<file path="src/rtl/modem_word_serdes_pkg.sv">
// Shared constants, types and helpers for the modem word/symbol serialiser.
// Imported by the TX top and the RX deserialiser.
package modem_word_serdes_pkg;

    localparam bit SYM_ORDER_LSB = 1'b0;
    localparam bit SYM_ORDER_MSB = 1'b1;

    typedef enum logic [0:0] {
        TX_IDLE  = 1'b0,
        TX_SHIFT = 1'b1
    } tx_state_t;

    // Counter width for a range of `value` states; never narrower than one bit.
    function automatic int clog2_min1(input int value);
        int width;
        width = 1;
        while ((1 << width) < value) width++;
        return width;
    endfunction

endpackage

</file>
<file path="src/rtl/modem_word_serdes_if.sv">
// Word/symbol bus between the modem datapath and the serdes.
// The slave view belongs to the serdes, and the master view belongs to its environment.
interface modem_word_serdes_if #(
    parameter int WORD_W = 16,
    parameter int BPS    = 1
);
    logic [WORD_W-1:0] tx_word;
    logic              tx_valid;
    logic              tx_ready;
    logic [BPS-1:0]    sym_out;
    logic              sym_strobe;
    logic              tx_last;
    logic [BPS-1:0]    rx_sym;
    logic              rx_strobe;
    logic              rx_align;
    logic [WORD_W-1:0] rx_word;
    logic              rx_word_valid;

    modport master (
        output tx_word, tx_valid, rx_sym, rx_strobe, rx_align,
        input  tx_ready, sym_out, sym_strobe, tx_last, rx_word, rx_word_valid
    );

    modport slave (
        input  tx_word, tx_valid, rx_sym, rx_strobe, rx_align,
        output tx_ready, sym_out, sym_strobe, tx_last, rx_word, rx_word_valid
    );
endinterface

</file>
<file path="src/rtl/modem_word_serdes_symbol_deserializer.sv">
// RX path: places each strobed symbol into its slot in the word.
// On the last slot it publishes the completed word with a one-cycle valid pulse.
module symbol_deserializer
    import modem_word_serdes_pkg::*;
#(
    parameter int WORD_W    = 16,
    parameter int BPS       = 1,
    parameter bit MSB_FIRST = SYM_ORDER_LSB
) (
    input  logic              i_clk,
    input  logic              i_reset,
    input  logic [BPS-1:0]    i_rx_sym,
    input  logic              i_rx_strobe,
    input  logic              i_rx_align,
    output logic [WORD_W-1:0] o_rx_word,
    output logic              o_rx_word_valid
);
    localparam int N     = WORD_W / BPS;
    localparam int CNT_W = clog2_min1(N);
    localparam logic [CNT_W-1:0] LAST = CNT_W'(N - 1);

    logic [CNT_W-1:0]  r_cnt;
    logic [WORD_W-1:0] r_asm;
    logic [WORD_W-1:0] r_word;
    logic              r_valid;

    logic [CNT_W-1:0]  w_slot;
    logic [CNT_W-1:0]  w_pos;
    logic [WORD_W-1:0] w_asm_next;

    // A strobe that arrives together with an align pulse is taken as symbol 0.
    always_comb begin
        // NOTE: every signal driven here gets a value on every path, so no latch is inferred.
        w_slot     = i_rx_align ? '0 : r_cnt;
        w_pos      = (MSB_FIRST == SYM_ORDER_MSB) ? LAST - w_slot : w_slot;
        w_asm_next = r_asm;
        w_asm_next[int'(w_pos) * BPS +: BPS] = i_rx_sym;
    end

    // NOTE: the assembly register has no reset because each slot is rewritten before a word completes.
    always_ff @(posedge i_clk) begin
        if (i_rx_strobe) r_asm <= w_asm_next;
    end

    always_ff @(posedge i_clk) begin
        // NOTE: state registers use non-blocking assignments, so each one samples the values from before the edge.
        if (i_reset) begin
            r_cnt   <= '0;
            r_word  <= '0;
            r_valid <= 1'b0;
        end else begin
            r_valid <= 1'b0;
            if (i_rx_strobe) begin
                if (w_slot == LAST) begin
                    r_cnt   <= '0;
                    r_word  <= w_asm_next;
                    r_valid <= 1'b1;
                end else begin
                    r_cnt <= w_slot + 1'b1;
                end
            end else if (i_rx_align) begin
                r_cnt <= '0;
            end
        end
    end

    assign o_rx_word       = r_word;
    assign o_rx_word_valid = r_valid;
endmodule

</file>
<file path="src/rtl/modem_word_serdes.sv">
// Word <-> symbol serdes top. The TX FSM splits each word into BPS-bit symbols, each held for SPS clocks.
// The RX path reassembles incoming symbols into words.
module modem_word_serdes
    import modem_word_serdes_pkg::*;
#(
    parameter int WORD_W    = 16,
    parameter int BPS       = 1,
    parameter int SPS       = 1,
    parameter bit MSB_FIRST = SYM_ORDER_LSB
) (
    input  logic               CLOCK_50,
    input  logic               reset,
    modem_word_serdes_if.slave bus
);
    localparam int N     = WORD_W / BPS;
    localparam int SYM_W = clog2_min1(N);
    localparam int CLK_W = clog2_min1(SPS);
    localparam logic [SYM_W-1:0] LAST_SYM = SYM_W'(N - 1);
    localparam logic [CLK_W-1:0] LAST_CLK = CLK_W'(SPS - 1);
    localparam bit ONE_SYM_WORD = (N == 1);
    localparam bit ONE_CLK_WORD = (N * SPS == 1);

    if ((WORD_W % BPS) != 0 || SPS < 1) begin : g_param_check
        $error("modem_word_serdes: WORD_W must be a multiple of BPS and SPS must be >= 1");
    end

    tx_state_t         r_state;
    logic [CLK_W-1:0]  r_clk_cnt;
    logic [SYM_W-1:0]  r_sym_cnt;
    logic [WORD_W-1:0] r_word;
    logic [BPS-1:0]    r_sym_out;
    logic              r_sym_strobe;
    logic              r_tx_last;
    logic              r_tx_ready;

    logic              w_accept;
    logic [CLK_W-1:0]  w_clk_inc;
    logic [SYM_W-1:0]  w_sym_inc;

    assign w_accept  = bus.tx_valid & r_tx_ready;
    assign w_clk_inc = r_clk_cnt + 1'b1;
    assign w_sym_inc = r_sym_cnt + 1'b1;

    function automatic logic [BPS-1:0] symbol_at(input logic [WORD_W-1:0] word,
                                                 input logic [SYM_W-1:0]  idx);
        logic [SYM_W-1:0] pos;
        pos = (MSB_FIRST == SYM_ORDER_MSB) ? LAST_SYM - idx : idx;
        return word[int'(pos) * BPS +: BPS];
    endfunction

    // tx_ready is high only in IDLE or on the last clock of a word, so an accept restarts at symbol 0 in either state.
    always_ff @(posedge CLOCK_50) begin
        if (reset) begin
            r_state      <= TX_IDLE;
            r_clk_cnt    <= '0;
            r_sym_cnt    <= '0;
            r_sym_out    <= '0;
            r_sym_strobe <= 1'b0;
            r_tx_last    <= 1'b0;
            r_tx_ready   <= 1'b0;
        end else if (w_accept) begin
            r_state      <= TX_SHIFT;
            r_clk_cnt    <= '0;
            r_sym_cnt    <= '0;
            r_word       <= bus.tx_word;
            r_sym_out    <= symbol_at(bus.tx_word, '0);
            r_sym_strobe <= 1'b1;
            r_tx_last    <= ONE_SYM_WORD;
            r_tx_ready   <= ONE_CLK_WORD;
        end else begin
            case (r_state)
                TX_IDLE: r_tx_ready <= 1'b1;
                TX_SHIFT: begin
                    if (r_clk_cnt != LAST_CLK) begin
                        r_clk_cnt    <= w_clk_inc;
                        r_sym_strobe <= 1'b0;
                        r_tx_ready   <= (r_sym_cnt == LAST_SYM) && (w_clk_inc == LAST_CLK);
                    end else if (r_sym_cnt != LAST_SYM) begin
                        r_clk_cnt    <= '0;
                        r_sym_cnt    <= w_sym_inc;
                        r_sym_out    <= symbol_at(r_word, w_sym_inc);
                        r_sym_strobe <= 1'b1;
                        r_tx_last    <= (w_sym_inc == LAST_SYM);
                        r_tx_ready   <= (w_sym_inc == LAST_SYM) && (LAST_CLK == '0);
                    end else begin
                        r_state      <= TX_IDLE;
                        r_clk_cnt    <= '0;
                        r_sym_cnt    <= '0;
                        r_sym_out    <= '0;
                        r_sym_strobe <= 1'b0;
                        r_tx_last    <= 1'b0;
                        r_tx_ready   <= 1'b1;
                    end
                end
            endcase
        end
    end

    assign bus.tx_ready   = r_tx_ready;
    assign bus.sym_out    = r_sym_out;
    assign bus.sym_strobe = r_sym_strobe;
    assign bus.tx_last    = r_tx_last;

    symbol_deserializer #(
        .WORD_W   (WORD_W),
        .BPS      (BPS),
        .MSB_FIRST(MSB_FIRST)
    ) u_rx (
        .i_clk          (CLOCK_50),
        .i_reset        (reset),
        .i_rx_sym       (bus.rx_sym),
        .i_rx_strobe    (bus.rx_strobe),
        .i_rx_align     (bus.rx_align),
        .o_rx_word      (bus.rx_word),
        .o_rx_word_valid(bus.rx_word_valid)
    );
endmodule
</file>
<file path="src/flat_wrapper.sv">
// flat-port wrapper written by rule: the top's interface ports become plain ports
module modem_word_serdes_flat import modem_word_serdes_pkg::*;
#(
    parameter int WORD_W    = 16,
    parameter int BPS       = 1,
    parameter int SPS       = 1,
    parameter bit MSB_FIRST = SYM_ORDER_LSB
)
  (CLOCK_50, reset, bus_tx_word, bus_tx_valid, bus_rx_sym, bus_rx_strobe, bus_rx_align, bus_tx_ready, bus_sym_out, bus_sym_strobe, bus_tx_last, bus_rx_word, bus_rx_word_valid);
  modem_word_serdes_if #(.WORD_W(WORD_W), .BPS(BPS)) bus_i ();
  input  logic CLOCK_50;
  input  logic reset;
  input wire logic [$bits(bus_i.tx_word)-1:0] bus_tx_word;
  input wire logic [$bits(bus_i.tx_valid)-1:0] bus_tx_valid;
  input wire logic [$bits(bus_i.rx_sym)-1:0] bus_rx_sym;
  input wire logic [$bits(bus_i.rx_strobe)-1:0] bus_rx_strobe;
  input wire logic [$bits(bus_i.rx_align)-1:0] bus_rx_align;
  output wire logic [$bits(bus_i.tx_ready)-1:0] bus_tx_ready;
  output wire logic [$bits(bus_i.sym_out)-1:0] bus_sym_out;
  output wire logic [$bits(bus_i.sym_strobe)-1:0] bus_sym_strobe;
  output wire logic [$bits(bus_i.tx_last)-1:0] bus_tx_last;
  output wire logic [$bits(bus_i.rx_word)-1:0] bus_rx_word;
  output wire logic [$bits(bus_i.rx_word_valid)-1:0] bus_rx_word_valid;
  assign bus_i.tx_word = bus_tx_word;
  assign bus_i.tx_valid = bus_tx_valid;
  assign bus_i.rx_sym = bus_rx_sym;
  assign bus_i.rx_strobe = bus_rx_strobe;
  assign bus_i.rx_align = bus_rx_align;
  assign bus_tx_ready = bus_i.tx_ready;
  assign bus_sym_out = bus_i.sym_out;
  assign bus_sym_strobe = bus_i.sym_strobe;
  assign bus_tx_last = bus_i.tx_last;
  assign bus_rx_word = bus_i.rx_word;
  assign bus_rx_word_valid = bus_i.rx_word_valid;
  modem_word_serdes #(.WORD_W(WORD_W), .BPS(BPS), .SPS(SPS), .MSB_FIRST(MSB_FIRST)) u_core (.CLOCK_50(CLOCK_50), .reset(reset), .bus(bus_i));
endmodule
</file>
<file path="config.mk">
export PLATFORM = sky130hd
export DESIGN_NAME = modem_word_serdes_flat
export DESIGN_NICKNAME = d
export VERILOG_FILES = /design/src/rtl/modem_word_serdes_pkg.sv /design/src/rtl/modem_word_serdes_if.sv /design/src/rtl/modem_word_serdes_symbol_deserializer.sv /design/src/rtl/modem_word_serdes.sv /design/src/flat_wrapper.sv
export SDC_FILE = /design/constraint.sdc
export NUM_CORES = 1
export LEC_CHECK = 0
export CAP_MARGIN = 20
export CORE_UTILIZATION = 45
export DETAILED_ROUTE_END_ITERATION = 6
export PLACE_DENSITY_LB_ADDON = 0.3
export SLEW_MARGIN = 10
export SYNTH_ARGS = -nofsm -noshare
export SYNTH_HDL_FRONTEND = slang
export SYNTH_SLANG_ARGS = --single-unit
</file>
<file path="constraint.sdc">
create_clock -name CLOCK_50 -period 6.89 [get_ports CLOCK_50]
set_input_delay 1.378 -clock CLOCK_50 [delete_from_list [all_inputs] [get_ports CLOCK_50]]
set_output_delay 1.378 -clock CLOCK_50 [all_outputs]
set_load 0.005 [all_outputs]
</file>
==> results of run 1 <==
## routing by layer
layer / GRT usage (%) / vias up
met5: 0 / -
met4: 10.4 / 0
met3: 4.77 / 12
met2: 27.9 / 54
met1: 24.7 / 879
li1: - / 933
## worst max-delay path, delay by kind of cell
| kind | cells | cell delay [ns] |
|---|---|---|
| AO/OA/AOI/OAI | 1 | 0.10 |
| buffers and inverters | 2 | 0.73 |
| AND/OR/NAND/NOR | 4 | 1.70 |
| adder cells (fa/ha/maj) | 1 | 0.20 |
## per-stage QoR
step	utilization, %	total power, uW	hold slack, ns	instances
final	57.6	757	0.466	349
after detailed placement	54.6	477	0.460	333
after CTS	57.6	760	0.474	349
after global routing	57.6	782	0.494	349
after global placement	54.5	475	0.455	332
after floorplan	-	449	0.461	224
## worst min-delay path by stage
| stage | startpoint | to | cells after the start |
|---|---|---|---|
| floorplan | u_core.u_rx.o_rx_word[2] | u_core.u_rx.o_rx_word[2] | 1 |
| global placement | u_core.bus.tx_last | u_core.bus.tx_last | 2 |
| detailed placement | u_core.u_rx.o_rx_word[1] | u_core.u_rx.o_rx_word[1] | 1 |
| CTS | u_core.bus.tx_last | u_core.bus.tx_last | 2 |
| global route | u_core.u_rx.o_rx_word[11] | u_core.u_rx.o_rx_word[11] | 1 |
| finish | u_core.bus.tx_last | u_core.bus.tx_last | 2 |
## registers in the layout, indices dropped and copies added (netlist names)
name and cells:
u_core.r_sym_cnt 4, u_core.r_word 16, u_core.bus.sym_out 1, u_core.u_rx.o_rx_word_valid 1
u_core.u_rx.r_asm 16, u_core.bus.sym_strobe 1, u_core.r_state 1, u_core.u_rx.r_cnt 4
u_core.bus.tx_last 1, u_core.bus.tx_ready 1, u_core.u_rx.o_rx_word 16
## logic make-up after synthesis
group           count (synthesis)
simple gates                   76
xor+xnor                        7
flops                          62
compound gates                 35
buf+inv                        16
mux                            23
fa+ha+maj                       5
## Yosys cell counts, types with 2 or more instances
cell type / instances / share of area, %
a21oi_1: 7 / 1.3
a22o_1: 12 / 3.8
and2_1: 3 / 0.68
buf_2: 3 / 0.55
clkbuf_1: 6 / 0.82
dfxtp_1: 30 / 22
edfxtp_1: 32 / 35
ha_1: 5 / 2.3
inv_1: 4 / 0.55
inv_2: 2 / 0.27
mux2_1: 9 / 3.7
mux2_2: 5 / 2.0
mux2_4: 2 / 1.1
mux2i_1: 3 / 1.1
mux4_2: 4 / 3.3
nand2_1: 19 / 2.6
nand2b_1: 5 / 1.1
nand3_1: 5 / 0.91
nand4_1: 3 / 0.68
nor2_1: 14 / 1.9
nor3_1: 9 / 1.6
nor3b_1: 2 / 0.55
nor4_1: 3 / 0.68
o211ai_1: 6 / 1.6
or4_1: 3 / 0.82
xnor2_1: 4 / 1.3
xor2_1: 3 / 0.96
## area by class of cell
class	instances	share of cell area [%]
clock buffers	12	4.55
clock inverters	4	0.624
inverters	6	0.661
multi-input cells	146	32.8
flip-flops and latches	62	45.8
well taps	75	2.75
repair buffers	44	12.8
## where the power goes
part | internal (uW) | switching, uW | leakage, uW
clock network | 148 | 140 | 0.0000898
registers | 401 | 6.20 | 0.000546
logic | 31.0 | 30.6 | 0.000547
total | 580 | 177 | 0.00118
## placed cells by master, fill, tap and decap left out, types with 4 or more instances in the layout
cell type        count
clkdlybuf4s50_1     42
edfxtp_1            32
dfxtp_1             30
nand2_1             19
nor2_1              14
a22o_1              12
clkbuf_8            11
nor3_1               9
mux2_1               9
a21oi_1              7
o211ai_1             6
nand2b_1             5
nand3_1              5
mux2_2               5
ha_1                 5
inv_1                4
xnor2_1              4
mux4_2               4
==> summary.txt, run 1 <==
Synthesis
  – Synth Area in Simple Gates: 15.1%
  – Mapped Avg Cell Area: 12.3 sq um
  – Post-Synthesis Cells: 224
  – Unique masters post-synth: 48
  – Yosys warns: 0
  – Number of synthesized flops with an enable pin: 32
  – Synth Net Count: 251
  – Xor/xnor cell area share of the yosys netlist: 2.23%
  – Main combinational cell family by area after synthesis: simple AND/OR/NAND/NOR gates
  – Post-synthesis mux area share: 11.2%
  – Ys flop type: edfxtp_1
  – Adder-cell share of the synthesized area: 2.27%
  – Number of synthesized register bits: 62
  – Ys async rst share: 0%
  – Netlist Area Pre-Place: 2750 sq um
  – Synth Area in Compound Gates: 9.91%
  – Seq/Total Area, Yosys: 56.8%

Finish
  – Fin area: 3410 sq um
  – # fillers: 490
  – Register area: 1560 sq um
  – Area of the multi-input gates: 1120 sq um
  – Area growth from synthesis to layout: 23.9%
  – Nets: 296
  – Share of layout cells above drive strength 1: 12.8%
  – Ant diodes: 0

Power and ir drop
  – Power per cell area: 222 nW/um^2
  – Leakage: 0.00118 uW
  – Max VDD drop: 140 uV

Clock network
  – CTS Buffer Depth: 2
  – Clk slew on worst S/H paths: 0.07 ns
  – Htree depth: 3
  – Skew-Pair Late Insertion Delay: 0.34 ns
  – Clock Root Buffer: clkbuf_8
  – Inserted Clock Buffers: 9
  – Post-CTS setup buffers: 0
  – CTS tree: built
  – Post-CTS sizing: 0
  – CTS sink count: 62
  – CTS Hold Bufs: 0

Global routing
  – Total gr overflow: 0
  – Initial antenna violation count: 0
  – First-pass GRT wire length: 8750 um
  – Vias in the first global route: 1844
  – Pin count of the biggest net entering global routing: 23
  – GRT Total Usage: 18.7%

Route
  – Vias: 1878
  – DR WL met2: 2340 um
  – Routed length per instance: 15.1 um
  – DR top layer: met4
  – Wire length on met3: 231 um
  – DRT met1 WL: 2520 um
  – WL final: 5250 um
  – Initial DRC count: 119
  – Vias per std cell: 5.38
  – Antenna viol nets, final: 0
  – Drc violations: 0
  – 1st-pass router iterations: 4

Floorplanning
  – I/O Pins: 43
  – Die Width: 80.2 um
  – Initial Util: 46.5%
  – Std-Cell Rows: 28
  – Core area: 5920 sq um
  – Die area: 6430 sq um
  – Die height: 80.2 um

Timing
  – Fmax: 260 MHz
  – Worst Clk Skew: 0.00541 ns
  – Final setup violation count: 0
  – Endpoints failing hold: 0
  – TNS Setup: 0 ns
  – Slew Limit Fails: 0
  – Relative slew slack: 32.9%
  – Post-route minimum period: 3.85 ns
  – Final Worst Setup Slack: 3.04 ns
  – Worst-margin pin slew: 1.00 ns
  – RSZ-0062 raised after global routing: false
  – Final period util: 55.9%

Worst setup path
  – Slowest-stage cell, CP: nor4b_4
  – Worst r2r path cells: 7
  – Critical path endpoint: u_core.u_rx.o_rx_word[4]
  – Kind of end point of the critical path: flip-flop
  – Critical path required time: 7.16 ns
  – RR Endpoint: u_core.u_rx.o_rx_word[4]
  – Critical Path Start: bus_rx_align
  – R2R Setup Slk: 4.37 ns
  – Worst path max stage delay: 0.83 ns
  – Critical Path AT: 4.11 ns
  – RR Startpoint: u_core.u_rx.r_cnt[0]
  – Crit path launch type: primary input
  – Max Fanout on Critical Path: 18
  – Crit path kind: primary input to flip-flop
  – Crit path cell chain: clkdlybuf4s50_1 -> nand2b_1 -> inv_2 -> ha_1 -> nor4b_4 -> nand2_2 -> or4_1 -> o211ai_1

Place
  – Number of port buffers: 42
  – Post-DP Area: 3230 sq um
  – Routability Congestion: 0.855
  – Detailed Place HPWL: 3600 um
  – Place WS: 2.70 ns

Status
  – Status: finished clean

Min path
  – Hold Crit Class: flip-flop to flip-flop

Run
  – Maximum capacitance violations: 0
Power figures use the tool's default switching activity.
==> run 2, diff against run 1 <==
==> constraint.sdc (replaced) <==
create_clock -name CLOCK_50 -period 3.2 [get_ports CLOCK_50]
set_input_delay 0.64 -clock CLOCK_50 [delete_from_list [all_inputs] [get_ports CLOCK_50]]
set_output_delay 0.64 -clock CLOCK_50 [all_outputs]
set_load 0.005 [all_outputs]
==> run 2 against run 1 <==
- sequential cell count is the same
- sequential share of layout area shrank 0.87 points
- sequential power grew 120%
- clock skew is essentially flat
- final cell count grew 2.3%
- die area is the same
- largest cell class unchanged
- cell area grew 1.9%
- critical path type unchanged
- clock power grew 120%
- critical path depth is the same
- setup slack lost 2.6 ns
==> summary.txt, run 2 (same netlist as run 1, synthesis figures left out) <==
Status
  – Status: finished clean (unchanged)

Clock network
  – CTS tree: built (unchanged)
  – CTS sink count: 62 (unchanged)
  – Post-CTS sizing: 0 (unchanged)
  – Post-CTS setup buffers: 0 (unchanged)
  – CTS Hold Bufs: 0 (unchanged)
  – Inserted Clock Buffers: 9 (unchanged)
  – CTS Buffer Depth: 2 (unchanged)
  – Clk slew on worst S/H paths: 0.06 ns (was 0.07 ns)
  – Htree depth: 3 (unchanged)
  – Skew-Pair Late Insertion Delay: 0.33 ns (was 0.34 ns)
  – Clock Root Buffer: clkbuf_8 (unchanged)

Worst setup path
  – Crit path launch type: primary input (unchanged)
  – Crit path kind: primary input to flip-flop (unchanged)
  – Kind of end point of the critical path: flip-flop (unchanged)
  – Critical path required time: 3.43 ns (was 7.16 ns)
  – Worst r2r path cells: 6 (was 7)
  – Max Fanout on Critical Path: 7 (was 18)
  – Critical Path AT: 2.98 ns (was 4.11 ns)

Place
  – Routability Congestion: 0.895 (was 0.855)
  – Detailed Place HPWL: 3710 um (was 3600 um)
  – Number of port buffers: 42 (unchanged)
  – Cells after DPL: 341 (was 333)

Timing
  – Fmax: 363 MHz
  – RSZ-0062 raised after global routing: false (unchanged)
  – Relative slew slack: 67.2% (was 32.9%)
  – Endpoints failing hold: 0 (unchanged)
  – Slew Limit Fails: 0 (unchanged)
  – Final period util: 86.2%
  – Worst-margin pin slew: 0.490 ns (was 1.00 ns)
  – TNS Setup: 0 ns (unchanged)
  – Post-route minimum period: 2.76 ns
  – Final setup violation count: 0 (unchanged)
  – Worst Clk Skew: 0.00580 ns (was 0.00541 ns)

Power and ir drop
  – Power per cell area: 477 nW/um^2 (was 222 nW/um^2)
  – Leakage: 0.00123 uW (was 0.00118 uW)
  – Max VDD drop: 254 uV (was 140 uV)

Min path
  – Hold path cells: 1 (was 2)
  – Hold Crit Class: flip-flop to flip-flop (unchanged)

Global routing
  – Pin count of the biggest net entering global routing: 18 (was 23)
  – GRT Total Usage: 17.9% (was 18.7%)
  – Initial antenna violation count: 0 (unchanged)
  – Total gr overflow: 0 (unchanged)
  – Grt met3 use: 3.64% (was 4.77%)
  – Vias in the first global route: 1781 (was 1844)
  – First-pass GRT wire length: 8470 um (was 8750 um)
  – Gr busiest metal: met2 (unchanged)
  – Met1 Use GR: 24.3% (was 24.7%)
  – GR Util met2: 26.7% (was 27.9%)

Floorplanning
  – I/O Pins: 43 (unchanged)
  – Die Width: 80.2 um (unchanged)
  – Die area: 6430 sq um (unchanged)
  – Std-Cell Rows: 28 (unchanged)
  – Initial Util: 46.5% (unchanged)
  – Core area: 5920 sq um (unchanged)
  – Die height: 80.2 um (unchanged)

Route
  – Vias: 1904 (was 1878)
  – Antenna viol nets, final: 0 (unchanged)
  – 1st-pass router iterations: 4 (unchanged)
  – Drc violations: 0 (unchanged)
  – Vias per std cell: 5.33 (was 5.38)
  – WL final: 5250 um (about the same)
  – Initial DRC count: 90 (was 119)
  – Routed length per instance: 14.7 um (was 15.1 um)

Finish
  – Area growth from synthesis to layout: 26.3% (was 23.9%)
  – Ant diodes: 0 (unchanged)
  – Layout Cells excl Fill: 357 (was 349)
  – Most frequent cells in the layout: clkdlybuf4s50_1, edfxtp_1, dfxtp_1 (unchanged)
  – Nets: 304 (was 296)
  – Most common cell after layout, fill and taps aside: clkdlybuf4s50_1 (unchanged)
  – Share of layout cells above drive strength 1: 14.5% (was 12.8%)

Run
  – Maximum capacitance violations: 0 (unchanged)
-- run 2: final timing paths --
kind                                          startpoint                  endpoint  slack [ns]
worst max-delay path                        bus_rx_align  u_core.u_rx.o_rx_word[8]        0.44
worst min-delay path            u_core.u_rx.o_rx_word[2]  u_core.u_rx.o_rx_word[2]        0.47
worst max register to register      u_core.u_rx.r_cnt[2]      u_core.u_rx.r_asm[4]        0.74
worst min register to register  u_core.u_rx.o_rx_word[2]  u_core.u_rx.o_rx_word[2]        0.47
-- run 2: metal layers --
layer / vias up / routed length (um)
li1: 950 / -
met1: 911 / 2620
met2: 32 / 2340
met3: 11 / 180
met4: 0 / 112
met5: - / 0
-- run 2: critical path, cell delays in order --
cell and delay (ns):
clkdlybuf4s50_1 0.50, nand2b_1 0.24, ha_1 0.28, or3b_4 0.41
a21boi_2 0.21, o211ai_1 0.16, mux2_4 0.33, a22o_1 0.20
-- run 2: where the power goes --
part | switching, uW | total [uW] | internal (uW)
registers | 13.7 | 877 | 864
logic | 67.3 | 139 | 71.7
clock network | 287 | 642 | 355
total | 368 | 1660 | 1290
-- run 2: final cells by class --
| type | instances | area, sq um |
|---|---|---|
| tap | 75 | 93.8 |
| multi-input combinational | 146 | 1120 |
| sequential | 62 | 1560 |
| inverter | 6 | 22.5 |
| clock inverter | 5 | 51.3 |
| timing repair buffer | 52 | 495 |
| fill | 504 | 2450 |
| clock buffer | 11 | 131 |
-- run 2: through the flow --
| step | power (uW) | hold slack [ns] | util, % | instance area [sq um] | setup slack, ns |
|---|---|---|---|---|---|
| 6_report | 1660 | 0.469 | 58.7 | 3470 | 0.442 |
| 5_1_grt | 1720 | 0.490 | 58.7 | 3470 | 0.323 |
| 4_1_cts | 1670 | 0.472 | 58.7 | 3470 | 0.483 |
| 3_5_place_dp | 1030 | 0.457 | 55.6 | 3290 | 0.135 |
| 3_3_place_gp | 1030 | 0.455 | 55.6 | 3290 | 0.188 |
| 2_1_floorplan | 967 | 0.461 | - | 2750 | 0.639 |
